`src/rtl/pattern_sequencer.sv`:
```
// Plays a programmed list of {ontime, offtime, reps} steps into one blink-pattern
// generator. It waits for the generator's done after each step and inserts an enable-low gap.
module pattern_sequencer #(
    parameter int DEPTH = 8,
    parameter int AW    = 3,
    parameter int GAP   = 2
) (
    input  logic          hwclk,
    input  logic          rst,
    input  logic          wr_en,
    input  logic [AW-1:0] wr_addr,
    input  logic [31:0]   wr_ontime,
    input  logic [31:0]   wr_offtime,
    input  logic [7:0]    wr_reps,
    input  logic [AW:0]   len,
    input  logic          loop,
    input  logic          start,
    input  logic          abort,
    input  logic          pat_done,
    output logic [31:0]   ontime,
    output logic [31:0]   offtime,
    output logic [7:0]    reps,
    output logic          pat_enable,
    output logic [AW-1:0] step_idx,
    output logic          busy,
    output logic          seq_done,
    output logic          err
);

    localparam logic [2:0] S_IDLE  = 3'd0;
    localparam logic [2:0] S_LOAD  = 3'd1;
    localparam logic [2:0] S_RUN   = 3'd2;
    localparam logic [2:0] S_GAP   = 3'd3;
    localparam logic [2:0] S_CLEAR = 3'd4;

    localparam int          GW      = (GAP > 1) ? $clog2(GAP) : 1;
    localparam logic [GW-1:0] GAP_LAST = GW'(GAP - 1);
    localparam logic [AW:0] LEN_MAX = (AW + 1)'(DEPTH);

    logic [2:0]    state_q, state_d;
    logic [AW:0]   len_q, len_d;
    logic [AW-1:0] step_q, step_d;
    logic [GW-1:0] gap_q, gap_d;
    logic          seqDone_q, seqDone_d;
    logic          err_q, err_d;
    logic [AW:0]   stepNext;

    logic [31:0]   tabOn_q   [DEPTH];
    logic [31:0]   tabOff_q  [DEPTH];
    logic [7:0]    tabReps_q [DEPTH];
    logic [31:0]   onTime_q, offTime_q;
    logic [7:0]    reps_q;

    // One bit wider than the index so the last step cannot wrap before the compare.
    assign stepNext = {1'b0, step_q} + (AW + 1)'(1);

    always_comb begin
        state_d   = state_q;
        len_d     = len_q;
        step_d    = step_q;
        gap_d     = gap_q;
        seqDone_d = 1'b0;
        err_d     = 1'b0;
        case (state_q)
            S_IDLE: begin
                if (start) begin
                    if (len == '0 || len > LEN_MAX) begin
                        err_d = 1'b1;
                    end else begin
                        len_d   = len;
                        step_d  = '0;
                        state_d = S_LOAD;
                    end
                end
            end
            S_LOAD: state_d = S_RUN;
            S_RUN: begin
                if (pat_done) begin
                    gap_d   = '0;
                    state_d = S_GAP;
                end
            end
            S_GAP: begin
                if (gap_q == GAP_LAST) state_d = S_CLEAR;
                else                   gap_d   = gap_q + 1'b1;
            end
            S_CLEAR: begin
                if (!pat_done) begin
                    if (stepNext < len_q) begin
                        step_d  = stepNext[AW-1:0];
                        state_d = S_LOAD;
                    end else if (loop) begin
                        step_d  = '0;
                        state_d = S_LOAD;
                    end else begin
                        seqDone_d = 1'b1;
                        state_d   = S_IDLE;
                    end
                end
            end
            default: state_d = S_IDLE;
        endcase
        // Abort wins over start and pat_done, and never reports completion.
        if (abort) begin
            state_d   = S_IDLE;
            step_d    = (state_q == S_IDLE) ? step_q : '0;
            seqDone_d = 1'b0;
            err_d     = 1'b0;
        end
    end

    always_ff @(posedge hwclk or posedge rst) begin
        if (rst) begin
            state_q   <= S_IDLE;
            len_q     <= '0;
            step_q    <= '0;
            gap_q     <= '0;
            seqDone_q <= 1'b0;
            err_q     <= 1'b0;
        end else begin
            state_q   <= state_d;
            len_q     <= len_d;
            step_q    <= step_d;
            gap_q     <= gap_d;
            seqDone_q <= seqDone_d;
            err_q     <= err_d;
        end
    end

    always_ff @(posedge hwclk or posedge rst) begin
        if (rst) begin
            for (int i = 0; i < DEPTH; i++) begin
                tabOn_q[i]   <= '0;
                tabOff_q[i]  <= '0;
                tabReps_q[i] <= '0;
            end
            onTime_q  <= '0;
            offTime_q <= '0;
            reps_q    <= '0;
        end else begin
            if (wr_en && state_q == S_IDLE) begin
                tabOn_q[wr_addr]   <= wr_ontime;
                tabOff_q[wr_addr]  <= wr_offtime;
                tabReps_q[wr_addr] <= wr_reps;
            end
            // Generator parameters move only here, so they hold steady throughout RUN.
            if (state_q == S_LOAD) begin
                onTime_q  <= tabOn_q[step_q];
                offTime_q <= tabOff_q[step_q];
                reps_q    <= tabReps_q[step_q];
            end
        end
    end

    assign ontime     = onTime_q;
    assign offtime    = offTime_q;
    assign reps       = reps_q;
    assign pat_enable = (state_q == S_RUN);
    assign step_idx   = step_q;
    assign busy       = (state_q != S_IDLE);
    assign seq_done   = seqDone_q;
    assign err        = err_q;

endmodule

```
`config.mk`:
```
export PLATFORM = sky130hd
export DESIGN_NAME = pattern_sequencer
export DESIGN_NICKNAME = d
export VERILOG_FILES = /design/src/rtl/pattern_sequencer.sv
export SDC_FILE = /design/constraint.sdc
export NUM_CORES = 1
export LEC_CHECK = 0
export ABC_AREA = 1
export CAP_MARGIN = 20
export CORE_MARGIN = 4
export CORE_UTILIZATION = 40
export DETAILED_ROUTE_END_ITERATION = 7
export PLACE_DENSITY_LB_ADDON = 0.15
export SYNTH_ARGS = -nofsm -noshare
export SYNTH_HDL_FRONTEND = slang
export SYNTH_SLANG_ARGS = --single-unit
```
`constraint.sdc`:
```
create_clock -name hwclk -period 50.8 [get_ports hwclk]
set_input_delay 10.16 -clock hwclk [delete_from_list [all_inputs] [get_ports hwclk]]
set_output_delay 10.16 -clock hwclk [all_outputs]
set_load 0.02 [all_outputs]
```
Word level (Yosys, flattened, before mapping)
Index checks and enable logic that the tools add are counted.
{"block": "totals", "reg_bits": 661, "inputBits": 86, "output_inout_bits": 79, "elab_cells": 114}
{"block": "op_classes", "add_sub_neg": 2, "magnitude_cmp": 5, "eq_ne": 14, "n_mux": 45, "bitwise": 3, "reduce_logical": 12}
{"cell": "$bwmux W256", "count": 2}
{"cell": "$bmux W32 S3", "count": 2}
{"cell": "$mux W32", "count": 5}
{"cell": "$demux W32 S3", "count": 1}
{"cell": "$bwmux W64", "count": 1}
{"cell": "$mux W3", "count": 13}
{"cell": "$bmux W8 S3", "count": 1}
{"cell": "$demux W8 S3", "count": 1}
{"cell": "$mux W8", "count": 3}
{"cell": "$ne A3 B3 Y1 const B", "count": 5}
{"cell": "$pmux W3 S5", "count": 1}
{"cell": "$mux W1", "count": 13}
{"cell": "$ge A4 B4 Y1 const B", "count": 2}
{"cell": "$ne A2 B2 Y1 const B", "count": 4}
{"cell": "$not A3 Y4", "count": 2}
{"cell": "$eq A3 B2 Y1 const B", "count": 2}
{"cell": "$pmux W3 S2", "count": 1}
{"cell": "$reduce_and A6 Y1", "count": 1}
{"cell": "$reduce_bool A3 Y1", "count": 2}
{"cell": "$reduce_and A5 Y1", "count": 1}
{"cell": "$add A3 B1 Y4 const B", "count": 1}
{"cell": "$gt A4 B4 Y1 const B", "count": 1}
{"cell": "$logic_not A4 Y1", "count": 1}
{"cell": "$lt A4 B1 Y1 const B", "count": 1}
{"cell": "13 further kinds", "count": 14}

Longest topological paths before layout
{"block": "logic_depth", "depth_word": 6, "ltp_mapped": 15, "depth_no_buf": 13}

Worst setup path before layout
OpenSTA, ideal clock, no wires.
{"block": "synth_path", "path_kind": "input port to flip-flop", "from": "input wr_addr[1]", "to": "register tabOff_q[157] (netlist name)", "setup_time_ns": 0.135, "t_arrival_ns": 11.033, "t_required_ns": 50.665, "setup_slack_ns": 39.632, "stages": 7, "n_path_buf": 2, "cell_sequence": "inv_1 -> nor2_1 -> nand4_2 -> buf_2 -> buf_2 -> nand2_1 -> o21ai_0"}
{"block": "synth_via", "elab_chain_len": 6, "word_cells_on_any_way": 7, "cone_classes": "order compare: 2; mux: 3; bitwise: 1; reduce/logical: 1"}
{"item": "from (decl)", "line": "11", "source": "input logic [AW-1:0] wr_addr,"}
{"item": "$not A3 Y4 (not written as such) (*)", "line": "143", "source": "tabOff_q[wr_addr] <= wr_offtime;"}
{"item": "$ge A4 B4 Y1 (not written as such) / $lt A4 B1 Y1 (equally long branches)", "line": "143"}
{"item": "$logic_and A1 B1 Y1 (not written as such)", "line": "143"}
{"item": "$mux W32 (not written as such)", "line": "143"}
{"item": "$demux W32 S3 (*)", "line": "143"}
{"item": "$bwmux W256 (*)", "line": "143"}
{"item": "to (signal, indexed assignment)", "line": "143"}
{"item": "to (decl)", "line": "49", "source": "logic [31:0] tabOff_q [DEPTH];"}
Mark *: on every way between the ends. The rest lies on a longest branch, timed or not.
A chain may end at the register's enable or synchronous reset.

==> impl_metrics.toml <==
[clock_network]
ctsHtreeMaxLevel = 3
cts_tree = "yes"
worstSkewPairLatency_ns = 0.60
cts_buffer_depth = 3
ctsResizeCount = 0
clk_pin_slew_ns = 0.06
cts_sinks = 661
cts_buffers = 73
post_cts_buffers = 0
hold_buffers = 0
root_buffer = "clkbuf_16"

[synth]
synth_top_area_share_pct = 56.7
ys_warn_count = 0
ys_seq_elements = 661
syn_nets = 3627
avgSynthCellArea_sq_um = 8.25
synthCells = 3537
synth_area_leaders = "dfrtp_1 57%, nand2_1 9.6%, o21ai_0 9.0%"
ys_types = 26
synth_area_sq_mm = 0.0292
synth_top_area_cell = "dfrtp_1"
yosysSeqAreaShare_pct = 56.7

[drt]
drt_iter0_drc = 1794
drcViolationCount = 0
viasPerCell = 5.11
wl_met1_mm = 39.4
drt-total-wl_mm = 80.9
wl_met3_mm = 3.12
num_vias = 23300
met2_length_mm = 37.3
ant_nets = 0
first_pass_iters = 5
top_layer = "met4"
wl_per_cell_um = 17.7

[placed_design]
gp_congestion = 0.754
numPortBuffers = 164
placed_cells = 4437
dpl.hpwl_mm = 44.3

[layout]
n_fill_cell = 7242
fin_nets = 3653
area_growth_pct = 15.5
num_antenna_cells = 0
final_common_cell = "nand2_1"
multiInputGateArea_sq_mm = 0.0108
seq_area_sq_mm = 0.0166
final_cells = 4567
drive_gt1_share_pct = 4.95
utilization_pct = 46.9
final_cell_mix = "750 x nand2_1, 658 x dfrtp_1, 542 x nor2_1, 522 x o21ai_0, 339 x a21oi_1"

[die]
start_util_pct = 40.6
rows = 98
ioPinCount = 165
fp.dieArea_sq_mm = 0.0773
coreArea_sq_mm = 0.0719
die_w_um = 278
die_y_um = 278

[timing]
hold_viol = 0
relSlewSlack_pct = 30.7
finalCriticalPeriod_ns = 13.05
hold_ws_ns = 0.474
drv_slew = 0
rsz0062_at_grt = "no"
finalSetupViolCount = 0
fmax_mhz = 76.6
finClkSkew_ns = 0.0191
tightest_slew_ns = 1.04
setup_tns_ns = 0
fin_crit_sh_pct = 25.7

[power_and_ir_drop]
leakage_uw = 0.0151
powerDensity_mw_per_mm2 = 59.3
power_uw = 2000
peakVddDrop_uv = 32.4

[worst_setup_path]
crit_fanout = 120
cp-start-kind = "input pin"
cp_data_required_time_ns = 51.45
arrival_ns = 13.71
cp-end-kind = "async pin"
critical_path_class = "in2async"

[global_routing]
overflow = 0
track_usage_pct = 20.8
grt_pass1_vias = 22700
grt_max_degree = 189
antenna_found_initial = 1
grt_pass1_wl_mm = 130

[job]
maxCapViolCount = 0

[worst_hold_path]
hp-class = "reg2reg"

[status]
status = "completed"
==> through the flow <==
step           worst slack [ns]  area, sq um
2_1_floorplan             22.12        29200
3_3_place_gp              36.83        31200
3_5_place_dp              36.86        31200
4_1_cts                   37.51        33700
5_1_grt                   37.15        33700
6_report                  37.75        33700
==> sequential cells by signal (all words and copies together) (netlist names) <==
register,cells
tabReps_q,64
gap_q,1
ontime,32
state_q,3
reps,8
offtime,32
len_q,4
seq_done,1
step_idx,3
tabOff_q,256
tabOn_q,256
err,1
==> power by group <==
| group | internal (uW) | switching (uW) |
|---|---|---|
| registers | 780 | 120 |
| logic | 230 | 328 |
| clock network | 323 | 218 |
| total | 1330 | 665 |
==> metal layers <==
layer / GRT usage [%] / up-vias
met5: 0 / -
met4: 4.38 / 0
met3: 2.70 / 75
met2: 34.1 / 393
met1: 29.9 / 11300
li1: - / 11600
==> final cells by class <==
type	instances	area share, %
flip-flops and latches	661	49.1
clock inverters	26	0.720
multi-input cells	2443	32.2
well taps	950	3.53
repair buffers	201	5.81
inverters	183	2.09
clock buffers	103	6.55
==> synthesized netlist by cell type <==
master    instances
o21ai_1         126
dfrtp_1         661
buf_4             1
nand4_2           1
nand3_4           1
a21oi_1         339
o21ai_0         522
nor2_1          542
buf_1            23
nor2_8            1
o21bai_1          1
o211ai_1         33
nor2_4            6
nand2_1         750
clkbuf_1        116
nand3_1          37
inv_2             3
ha_1              4
xnor2_1           1
nor3_1           75
nand2_8           1
nand2_2           2
buf_6             8
buf_2           102
a21o_1            1
inv_1           180
==> final timing paths <==
kind                                         start                        to  cells after the start  slack (ns)
max                                            rst  tabOn_q[216]$_DFFE_PP0P_                      5       37.75
min                         ontime[24]$_DFFE_PP0P_    ontime[24]$_DFFE_PP0P_                      2        0.47
max reg2reg                step_idx[0]$_DFFE_PP0P_   offtime[15]$_DFFE_PP0P_                      8       47.64
min reg2reg                 ontime[24]$_DFFE_PP0P_    ontime[24]$_DFFE_PP0P_                      2        0.47
max in group hwclk                      wr_addr[0]   tabOn_q[97]$_DFFE_PP0P_                      8       38.28
min in group asynchronous                      rst      len_q[0]$_DFFE_PP0P_                      2       10.08
==> cells by family (layout without fill, tap and decap cells) <==
logic type | after synthesis | after routing | share of synthesized area (%)
adders and majority gates | 4 | 4 | 0.172
AOI/OAI and AO/OA | 1022 | 1022 | 17.8
buffers and inverters | 433 | 513 | 6.23
and+or+nand+nor | 1416 | 1416 | 19.1
xor gates and xnor gates | 1 | 1 | 0.0300
DFF | 661 | 661 | 56.7
==> critical path, stage by stage <==
cell and delay [ns]:
clkdlybuf4s50_1 0.49, inv_8 0.53, buf_4 0.79, buf_4 0.85
buf_4 0.72
Note: power is estimated with default switching activity, not from simulation.
